--- src/rtl/reg_file_pkg.sv ---
// Shared defaults and address helpers for the scoreboarded register file.
package reg_file_pkg;

  localparam int REG_W  = 8;
  localparam int REG_D  = 3;
  localparam int REG_NR = 2;

  // An address is writable/reservable unless it is the hardwired zero register.
  function automatic logic idx_ok(input int addr, input logic zero_r0);
    return !(zero_r0 && (addr == 0));
  endfunction

endpackage

--- src/rtl/reg_scoreboard.sv ---
// Pending-bit scoreboard: tracks registers reserved by multi-cycle producers,
// grants reserves and reports per-read-port pending status.
module reg_scoreboard
  import reg_file_pkg::*;
#(
  parameter int D       = REG_D,
  parameter int ZERO_R0 = 1,
  parameter int NR      = REG_NR
) (
  input  logic          CLK,
  input  logic          Reset,
  input  logic          wr_en,
  input  logic [D-1:0]  wr_addr,
  input  logic          rsv_en,
  input  logic [D-1:0]  rsv_addr,
  output logic          rsv_ack,
  input  logic [NR*D-1:0] rd_addr,
  output logic [NR-1:0] rd_pending,
  output logic [D:0]    pending_count
);

  localparam int   N = 2 ** D;
  localparam logic Z = (ZERO_R0 != 0);

  logic [N-1:0] pending_reg, pending_next;
  logic [D:0]   count_reg, count_next;
  logic         wr_ok, rsv_ok, rsv_set, cnt_inc, cnt_dec;

  always_comb begin
    wr_ok   = wr_en && idx_ok(int'(wr_addr), Z);
    rsv_ok  = idx_ok(int'(rsv_addr), Z);
    // A same-cycle write to the requested address frees it, so back-to-back loads chain.
    rsv_ack = rsv_en && (!rsv_ok || !pending_reg[rsv_addr] ||
                         (wr_en && (wr_addr == rsv_addr)));
    rsv_set = rsv_ack && rsv_ok;
    cnt_inc = rsv_set && !pending_reg[rsv_addr];
    cnt_dec = wr_ok && pending_reg[wr_addr] && !(rsv_set && (rsv_addr == wr_addr));

    pending_next = pending_reg;
    if (wr_ok)
      pending_next[wr_addr] = 1'b0;
    if (rsv_set)
      pending_next[rsv_addr] = 1'b1;

    count_next = count_reg + {{D{1'b0}}, cnt_inc} - {{D{1'b0}}, cnt_dec};
  end

  always_ff @(posedge CLK) begin
    if (Reset) begin
      pending_reg <= '0;
      count_reg   <= '0;
    end else begin
      pending_reg <= pending_next;
      count_reg   <= count_next;
    end
  end

  for (genvar gi = 0; gi < NR; gi++) begin : g_lookup
    assign rd_pending[gi] = pending_reg[rd_addr[gi*D +: D]];
  end

  assign pending_count = count_reg;

endmodule

--- src/rtl/reg_file_sb.sv ---
// Parametrised register file with N combinational read ports, write bypass,
// optional hardwired-zero R0 and a pending scoreboard for multi-cycle producers.
module reg_file_sb
  import reg_file_pkg::*;
#(
  parameter int W       = REG_W,
  parameter int D       = REG_D,
  parameter int NR      = REG_NR,
  parameter int ZERO_R0 = 1,
  parameter int BYPASS  = 1
) (
  input  logic            CLK,
  input  logic            Reset,
  input  logic            Reg_write_en,
  input  logic [D-1:0]    Reg_write_address,
  input  logic [W-1:0]    Reg_write_data,
  input  logic            Reserve_en,
  input  logic [D-1:0]    Reserve_address,
  output logic            Reserve_ack,
  input  logic [NR*D-1:0] Reg_read_address,
  output logic [NR*W-1:0] Source_data,
  output logic [NR-1:0]   Source_ready,
  output logic [D:0]      Pending_count
);

  localparam int   N = 2 ** D;
  localparam logic Z = (ZERO_R0 != 0);

  logic [W-1:0]  regs_reg [N];
  logic [NR-1:0] rd_pending;

  reg_scoreboard #(
    .D      (D),
    .ZERO_R0(ZERO_R0),
    .NR     (NR)
  ) u_scoreboard (
    .CLK          (CLK),
    .Reset        (Reset),
    .wr_en        (Reg_write_en),
    .wr_addr      (Reg_write_address),
    .rsv_en       (Reserve_en),
    .rsv_addr     (Reserve_address),
    .rsv_ack      (Reserve_ack),
    .rd_addr      (Reg_read_address),
    .rd_pending   (rd_pending),
    .pending_count(Pending_count)
  );

  always_ff @(posedge CLK) begin
    if (Reset) begin
      for (int i = 0; i < N; i++)
        regs_reg[i] <= '0;
    end else if (Reg_write_en && idx_ok(int'(Reg_write_address), Z)) begin
      regs_reg[Reg_write_address] <= Reg_write_data;
    end
  end

  for (genvar gi = 0; gi < NR; gi++) begin : g_rd
    logic [D-1:0] addr;
    logic [W-1:0] data;
    logic         rdy;

    assign addr = Reg_read_address[gi*D +: D];

    // Zero register beats bypass, bypass beats stored state.
    always_comb begin
      data = regs_reg[addr];
      rdy  = !rd_pending[gi];
      if (!idx_ok(int'(addr), Z)) begin
        data = '0;
        rdy  = 1'b1;
      end else if ((BYPASS != 0) && Reg_write_en && (Reg_write_address == addr)) begin
        data = Reg_write_data;
        rdy  = 1'b1;
      end
    end

    assign Source_data[gi*W +: W] = data;
    assign Source_ready[gi]       = rdy;
  end

endmodule

--- config.mk ---
export PLATFORM = sky130hd
export DESIGN_NAME = reg_file_sb
export DESIGN_NICKNAME = d
export VERILOG_FILES = /design/src/rtl/reg_file_pkg.sv /design/src/rtl/reg_scoreboard.sv /design/src/rtl/reg_file_sb.sv
export SDC_FILE = /design/constraint.sdc
export NUM_CORES = 1
export LEC_CHECK = 0
export ABC_CLOCK_PERIOD_IN_PS = 3000
export BUFFER_PORTS_ARGS = -buffer_cell sky130_fd_sc_hd__buf_4
export CAP_MARGIN = 10
export CORE_MARGIN = 2
export CORE_UTILIZATION = 60
export CTS_BUF_LIST = sky130_fd_sc_hd__clkbuf_2 sky130_fd_sc_hd__clkbuf_4 sky130_fd_sc_hd__clkbuf_8
export DETAILED_ROUTE_END_ITERATION = 8
export PLACE_DENSITY_LB_ADDON = 0.12
export SLEW_MARGIN = 20
export SYNTH_ARGS = -nofsm -noshare
export SYNTH_HDL_FRONTEND = slang
export SYNTH_SLANG_ARGS = --single-unit
--- constraint.sdc ---
create_clock -name CLK -period 3 [get_ports CLK]
set_input_delay 0.15 -clock CLK [delete_from_list [all_inputs] [get_ports CLK]]
set_output_delay 0.15 -clock CLK [all_outputs]
set_load 0.01 [all_outputs]
==> results by group, run 1 <==
Outcome
  – Status: finished clean

Floorplanning
  – Die boundary width: 92.73 um
  – # IOs: 47
  – Area inside the core boundary: 7687 sq um
  – Die height: 92.73 um
  – Die area: 8598 sq um
  – Standard-cell row count: 32
  – Initial Utilization: 61.44%

Synthesis
  – Prevailing post-synth register cell: sky130_fd_sc_hd__edfxtp_1
  – Share of synthesized flip-flops with an asynchronous set or reset: 0%
  – Warnings, synthesis: 0
  – Number of enable flip-flop cells after synthesis: 64
  – Mapped Avg Cell Area: 13.65 sq um
  – Register bit count reported by yosys: 76
  – Sequential cell area fraction in the yosys report: 45.77%
  – Syn Std Cell Area: 4723 sq um
  – Number of distinct standard cells referenced by the synthesized netlist: 44
  – Cell types occupying the most area after synthesis: sky130_fd_sc_hd__edfxtp_1 41%, sky130_fd_sc_hd__mux4_1 11%, sky130_fd_sc_hd__mux4_2 8.6%, sky130_fd_sc_hd__and2_1 7.5%, sky130_fd_sc_hd__dfxtp_1 5.1%
  – Cell count after synthesis: 346
  – Area fraction of the dominant cell type after synthesis: 40.69%
  – Most frequently used cell type in the post-synthesis netlist: sky130_fd_sc_hd__edfxtp_1
  – Most common library cells after synthesis: 64 x sky130_fd_sc_hd__edfxtp_1, 57 x sky130_fd_sc_hd__and2_1, 23 x sky130_fd_sc_hd__nor2_1
  – Post-synth top area cell: sky130_fd_sc_hd__edfxtp_1

Timing
  – Hold Vio Cnt, Final: 0
  – Final setup skew: 0.007319 ns
  – Worst-Margin Slew: 0.7094 ns
  – Setup-failing EPs final: 0
  – Normalized max-slew margin: 52.45%
  – RSZ-0062 raised after global routing: false
  – Count of pins over their slew limit: 0
  – Post-route clock period utilization: 75.22%
  – Total Negative Setup Slacks: 0 ns
  – Tmin final: 2.257 ns
  – Achievable frequency: 0.4431 GHz

Worst setup path
  – Reg2reg end: u_scoreboard.pending_count[2]$_SDFF_PP0_
  – Worst-case reg-to-reg path depth: 10
  – CP Capture Type: flop
  – Timing startpoint of the critical path: u_scoreboard.pending_reg[7]$_SDFF_PP0_
  – Slack of the worst reg-to-reg path: 0.74 ns
  – Reg2Reg Launch Point: u_scoreboard.pending_reg[7]$_SDFF_PP0_
  – Critical path data arrival time: 2.48 ns
  – Worst EP required: 3.22 ns
  – Largest fanout on the critical path: 5
  – Type of the worst setup path: flop to flop
  – Kind of launch point of the worst setup path: flop
  – CP Capture Point: u_scoreboard.pending_count[2]$_SDFF_PP0_

Power
  – Power Density: 494.1 nW/um^2
  – Clock Power Share: 29.4%
  – Switching Share: 26.47%
  – Total design power: 2600 uW
  – Cell-internal power: 1912 uW
  – Switching Power: 688.3 uW
  – Pleak: 0.002036 uW
  – Worst voltage drop across the vdd grid: 302.0 uV
  – Sequential power share: 49.0%
  – Comb pwr share: 21.7%

Cells and area
  – Synth-to-Final Area Change: 11.42%
  – # diodes: 0
  – Number of flip-flops under the largest register name: 64
  – Final std cell area, no fill: 5263 sq um
  – Fraction of final layout cells sized beyond drive strength 1: 24.18%
  – Total Nets Final: 421

Drt
  – Detailed-route via count: 3053
  – DRC violations left: 0
  – DR pass1 iterations: 4
  – Wirelength, routed: 10810 um
  – Number of design-rule violations left by the first detailed-router iteration: 256
  – Detail-routed via count per cell: 6.118
  – Post-route antenna net violation count: 0
  – Routed WL per cell: 21.66 um

Clock tree
  – Bufs on Longest Clock Path: 2
  – Clk pin slew, worst setup/hold paths: 0.08 ns
  – Clock buffer count from CTS: 9
  – Hold-fix buffer count after cts: 0
  – Clock root cell: sky130_fd_sc_hd__clkbuf_8
  – Clock Sinks: 76
  – CTS tree: done
  – Worst skew pair latency: 0.34 ns
  – Post-CTS setup repair buffer count: 0
  – H-tree depth: 3
  – Post-cts repair resize count: 0

Global route
  – First-pass GRT wire length: 16960 um
  – Maximum number of pins on one net before global-route repair: 28
  – Via count of the first global-routing pass: 3200
  – Antenna violations before repair: 0
  – Total congestion overflow: 0
  – Tot GR Track Use: 26.93%

Placed design
  – Sum of net half-perimeters after detailed placement: 7460 um
  – Total placed instance area: 5071 sq um
  – Last weighted congestion value of the routability-driven placer: 0.8652
  – Count of input and output buffers: 46

Job
  – Reported max-cap violation count: 0

Min path
  – Tightest Hold Check Type: input port to flop
[worst min path at each step]
| stage | startpoint | end | cells past startpoint |
|---|---|---|---|
| after floorplan | Reg_write_data[0] | regs_reg[1][0]$_SDFFCE_PN0P_ | 1 |
| after global placement | u_scoreboard.pending_reg[0]$_SDFF_PP0_ | u_scoreboard.pending_reg[0]$_SDFF_PP0_ | 1 |
| after detailed placement | u_scoreboard.pending_reg[0]$_SDFF_PP0_ | u_scoreboard.pending_reg[0]$_SDFF_PP0_ | 1 |
| after CTS | Reg_write_data[5] | regs_reg[3][5]$_SDFFCE_PN0P_ | 2 |
| after global routing | Reg_write_data[5] | regs_reg[3][5]$_SDFFCE_PN0P_ | 2 |
| final | Reg_write_data[1] | regs_reg[2][1]$_SDFFCE_PN0P_ | 2 |
[layout make-up]
| type | instances | area (sq um) |
|---|---|---|
| clock buffers | 11 | 138.9 |
| clock inverters | 5 | 52.55 |
| fillers | 569 | 2425 |
| inverters | 15 | 56.30 |
| multi-input cells | 239 | 2342 |
| flip-flops and latches | 76 | 2162 |
| well taps | 102 | 127.6 |
| repair buffers | 51 | 382.9 |
[logic make-up after synthesis]
group,share of synthesized area [%]
adders and majority gates,1.484
buffers and inverters,5.192
xor gates and xnor gates,2.225
muxes,24.00
DFF,45.77
other,0.07939
AOI/OAI and AO/OA,7.073
and+or+nand+nor,14.17
[cell usage in the layout, fill, tap and decap left out, types with 4 or more instances in the layout]
cell	netlist	final
sky130_fd_sc_hd__xnor2_1	9	9
sky130_fd_sc_hd__a211oi_1	16	16
sky130_fd_sc_hd__conb_1	1	8
sky130_fd_sc_hd__edfxtp_1	64	64
sky130_fd_sc_hd__nand2b_1	4	4
sky130_fd_sc_hd__mux2i_1	18	18
sky130_fd_sc_hd__nor2b_1	6	6
sky130_fd_sc_hd__clkbuf_8	0	9
sky130_fd_sc_hd__inv_1	15	15
sky130_fd_sc_hd__nor2_1	23	23
sky130_fd_sc_hd__o21bai_1	5	5
sky130_fd_sc_hd__nand2_1	7	7
sky130_fd_sc_hd__nor3_2	6	6
sky130_fd_sc_hd__mux4_1	20	20
sky130_fd_sc_hd__dfxtp_1	12	12
sky130_fd_sc_hd__buf_4	8	51
sky130_fd_sc_hd__and2_1	57	57
sky130_fd_sc_hd__ha_1	4	4
sky130_fd_sc_hd__mux4_2	18	18
[power groups by stage]
| stage | logic (uW) | registers, uW | clock network (uW) |
|---|---|---|---|
| 5_1_grt | 610 | 1280 | 811 |
| 3_3_place_gp | 554 | 1290 | 0 |
| 6_report | 563 | 1270 | 764 |
| 2_1_floorplan | 369 | 1290 | 0 |
| 4_1_cts | 566 | 1270 | 767 |
| 3_5_place_dp | 564 | 1300 | 0 |
[worst max-delay path: stages (launching register included)]
cell and delay [ns]:
sky130_fd_sc_hd__dfxtp_1 0.35, sky130_fd_sc_hd__mux4_2 0.48, sky130_fd_sc_hd__nor2b_1 0.13, sky130_fd_sc_hd__nor3_1 0.08, sky130_fd_sc_hd__ha_1 0.28, sky130_fd_sc_hd__inv_1 0.06, sky130_fd_sc_hd__ha_1 0.16, sky130_fd_sc_hd__inv_1 0.06
sky130_fd_sc_hd__fa_1 0.37, sky130_fd_sc_hd__xor2_1 0.14, sky130_fd_sc_hd__nor2_1 0.05
[metrics by stage]
step	instances	setup slack, ns	hold slack, ns	util, %
global route	499	0.5693	0.1563	68.46
finish	499	0.7434	0.1593	68.46
CTS	499	0.7307	0.1477	68.46
detailed placement	483	0.7005	0.4838	65.97
floorplan	353	0.9094	0.3482	-
global placement	483	0.7386	0.4868	65.97
[routing by layer]
metal / vias up / track usage (%) / share of wire, %
li1: 1417 / - / -
met1: 1494 / 34.96 / 38
met2: 132 / 45.80 / 52
met3: 10 / 6.184 / 9.8
met4: 0 / 7.721 / 0.76
met5: - / 0 / 0
No activity file was read; power rests on OpenSTA's default activity.
==> run 2: changes to the inputs <==
--- a/config.mk
+++ b/config.mk
@@ -5,11 +5,12 @@
 export SDC_FILE = /design/constraint.sdc
 export NUM_CORES = 1
 export LEC_CHECK = 0
-export ABC_CLOCK_PERIOD_IN_PS = 3000
+export ABC_AREA = 1
+export ABC_CLOCK_PERIOD_IN_PS = 2000
 export BUFFER_PORTS_ARGS = -buffer_cell sky130_fd_sc_hd__buf_4
 export CAP_MARGIN = 10
 export CORE_MARGIN = 2
-export CORE_UTILIZATION = 60
+export CORE_UTILIZATION = 56
 export CTS_BUF_LIST = sky130_fd_sc_hd__clkbuf_2 sky130_fd_sc_hd__clkbuf_4 sky130_fd_sc_hd__clkbuf_8
 export DETAILED_ROUTE_END_ITERATION = 8
 export PLACE_DENSITY_LB_ADDON = 0.12
==> constraint.sdc (replaced) <==
create_clock -name CLK -period 2 [get_ports CLK]
set_input_delay 0.1 -clock CLK [delete_from_list [all_inputs] [get_ports CLK]]
set_output_delay 0.1 -clock CLK [all_outputs]
set_load 0.01 [all_outputs]
==> results by group, run 2 <==
Worst setup path
  – Critical path data arrival time: 2.33 ns
  – Highest cell delay on the worst timing path: 0.53 ns
  – Kind of cell adding the most delay to the critical path: adder cells
  – Worst EP required: 2.25 ns
  – Type of the worst setup path: flop to flop
  – Kind of launch point of the worst setup path: flop
  – Largest fanout on the critical path: 3
  – Buffering stage count on the worst path with inverters included: 5
  – Worst path slowest cell: sky130_fd_sc_hd__fa_2
  – Timing startpoint of the critical path: u_scoreboard.pending_reg[5]$_SDFF_PP0_
  – CP cell instances: inv_2 -> nand2_1 -> nand3_2 -> nand2_1 -> inv_1 -> nand2_2 -> nand3_2 -> nand4_1 -> nand2_1 -> inv_2 -> ha_4 -> inv_2 -> ha_4 -> inv_4 -> fa_2 -> nor2_2
  – Reg2Reg Launch Point: u_scoreboard.pending_reg[5]$_SDFF_PP0_
  – CP Capture Type: flop

Floorplanning
  – Standard-cell row count: 33
  – Die boundary width: 96.06 um
  – Area inside the core boundary: 8217 sq um
  – # IOs: 47
  – Initial Utilization: 57.76%
  – Die height: 96.06 um
  – Die area: 9227 sq um

Synthesis
  – Cell count after synthesis: 599
  – Share of synthesized flip-flops with an asynchronous set or reset: 0%
  – Area fraction of the dominant cell type after synthesis: 40.50%
  – Number of enable flip-flop cells after synthesis: 64
  – Mapped Avg Cell Area: 7.923 sq um
  – Most frequently used cell type in the post-synthesis netlist: sky130_fd_sc_hd__nand2_1
  – Prevailing post-synth register cell: sky130_fd_sc_hd__edfxtp_1
  – Number of distinct standard cells referenced by the synthesized netlist: 37
  – Warnings, synthesis: 0
  – Syn Std Cell Area: 4746 sq um
  – Cell types occupying the most area after synthesis: sky130_fd_sc_hd__edfxtp_1 40%, sky130_fd_sc_hd__nand2_1 9.1%, sky130_fd_sc_hd__nor2_1 7.6%, sky130_fd_sc_hd__a21oi_1 7.1%, sky130_fd_sc_hd__dfxtp_1 5.1%
  – Most common library cells after synthesis: 115 x sky130_fd_sc_hd__nand2_1, 96 x sky130_fd_sc_hd__nor2_1, 67 x sky130_fd_sc_hd__a21oi_1
  – Sequential cell area fraction in the yosys report: 45.56%
  – Register bit count reported by yosys: 76
  – Post-synth top area cell: sky130_fd_sc_hd__edfxtp_1

Placed design
  – Sum of net half-perimeters after detailed placement: 10600 um
  – Last weighted congestion value of the routability-driven placer: 0.9652
  – Worst Setup Slack post-DPL: -0.1729 ns
  – Count of input and output buffers: 46

Drt
  – Detailed-route via count: 4839
  – Post-route antenna net violation count: 0
  – Routed WL per cell: 18.75 um
  – DR pass1 iterations: 5
  – Number of design-rule violations left by the first detailed-router iteration: 403
  – Wirelength, routed: 15050 um
  – DRC violations left: 0
  – Detail-routed via count per cell: 6.026

Power
  – Power Density: 713.3 nW/um^2
  – Worst voltage drop across the vdd grid: 357.2 uV
  – Total design power: 4164 uW
  – Pleak: 0.002556 uW

Global route
  – Via count of the first global-routing pass: 4616
  – Maximum number of pins on one net before global-route repair: 36
  – First-pass GRT wire length: 22970 um
  – Antenna violations before repair: 0
  – Total congestion overflow: 0
  – Tot GR Track Use: 33.90%

Timing
  – Final setup skew: 0.01390 ns
  – Count of pins over their slew limit: 0
  – RSZ-0062 raised after global routing: true
  – Post-route clock period utilization: 104.3%
  – Hold Vio Cnt, Final: 0
  – Total Negative Setup Slacks: -0.1370 ns
  – Setup-failing EPs final: 2
  – Tmin final: 2.087 ns
  – Setup slack of the critical path after layout: -0.08655 ns
  – Achievable frequency: 0.4793 GHz

Clock tree
  – Clock Sinks: 76
  – Worst skew pair latency: 0.37 ns
  – Clock buffer count from CTS: 9
  – CTS tree: done
  – H-tree depth: 3
  – Bufs on Longest Clock Path: 2
  – Hold-fix buffer count after cts: 0
  – Clock root cell: sky130_fd_sc_hd__clkbuf_8
  – Clk pin slew, worst setup/hold paths: 0.09 ns

Cells and area
  – Number of flip-flops under the largest register name: 64
  – Leading cell type in the layout, fill and taps excluded: sky130_fd_sc_hd__nand2_1
  – Fill cells: 653
  – Total Nets Final: 722
  – Synth-to-Final Area Change: 23.02%
  – Total area of multi-input combinational cells: 2258 sq um
  – # diodes: 0
  – Fraction of final layout cells sized beyond drive strength 1: 25.93%
  – Top library cells by usage in the layout, fill and taps aside: 112 x sky130_fd_sc_hd__nand2_1, 110 x sky130_fd_sc_hd__buf_4, 94 x sky130_fd_sc_hd__nor2_1
  – Storage cell area: 2171 sq um

Outcome
  – Violated checks: negative setup slack
  – Status: complete, but fails checks

Min path
  – Hold wc startpoint: Reserve_en
  – Tightest Hold Check Type: input port to flop

Job
  – Reported max-cap violation count: 0
## run 2: timing repair
action / 4_1_cts / 5_1_grt
setup endpoints to repair: 3 / 3
gates resized for setup: 25 / 6
buffers inserted: 4 / 2
pin swaps: 11 / 9
## run 2: final timing paths
path                            cells past startpoint                                       end  slack, ns
worst max-delay path                               16  u_scoreboard.pending_count[1]$_SDFF_PP0_      -0.09
worst min-delay path                                3    u_scoreboard.pending_reg[1]$_SDFF_PP0_       0.04
worst max register to register                     16  u_scoreboard.pending_count[1]$_SDFF_PP0_      -0.09
worst min register to register                      2    u_scoreboard.pending_reg[7]$_SDFF_PP0_       0.48
## run 2: per-layer routing
layer	global-route usage [%]	wire, um	vias to the layer above
li1	-	-	2223
met1	41.38	5485	2218
met2	56.89	7250	342
met3	6.578	1690	56
met4	17.50	628	0
met5	0	0	-
## run 2: area by class of cell
class / count / area share, %
clock buffers: 9 / 2.122
clock inverters: 7 / 1.414
inverters: 52 / 3.515
multi-input cells: 442 / 38.68
flip-flops and latches: 76 / 37.18
well taps: 105 / 2.250
repair buffers: 112 / 14.83
## run 2: stage by stage
stage | hold WS, ns | utilization (%) | instances | area (sq um)
global placement | 0.4243 | 67.17 | 782 | 5519
global route | 0.05672 | 71.05 | 803 | 5838
floorplan | 0.2955 | - | 606 | 4785
finish | 0.04019 | 71.05 | 803 | 5838
CTS | 0.04154 | 70.69 | 801 | 5808
detailed placement | 0.4379 | 67.17 | 782 | 5519
## run 2: cells by family after synthesis
| logic type | Yosys count | share of synthesized area [%] |
|---|---|---|
| simple gates | 272 | 25.47 |
| compound gates | 154 | 18.03 |
| buf+inv | 88 | 8.832 |
| flops | 76 | 45.56 |
| fa+ha+maj | 5 | 1.476 |
| xor+xnor | 3 | 0.5538 |
| other cells | 1 | 0.07902 |
## run 2: tightest hold or removal path, cell delays in order
cell                      delay, ns
sky130_fd_sc_hd__buf_4         0.15
sky130_fd_sc_hd__nand2_4       0.08
sky130_fd_sc_hd__o21ai_1       0.05
## run 2: where the power goes
| group | internal, uW | leakage (uW) | switching [uW] |
|---|---|---|---|
| clock | 595 | 0.0000984 | 654 |
| combinational | 417 | 0.00174 | 597 |
| sequential | 1830 | 0.000715 | 69.3 |
| total | 2840 | 0.00256 | 1320 |
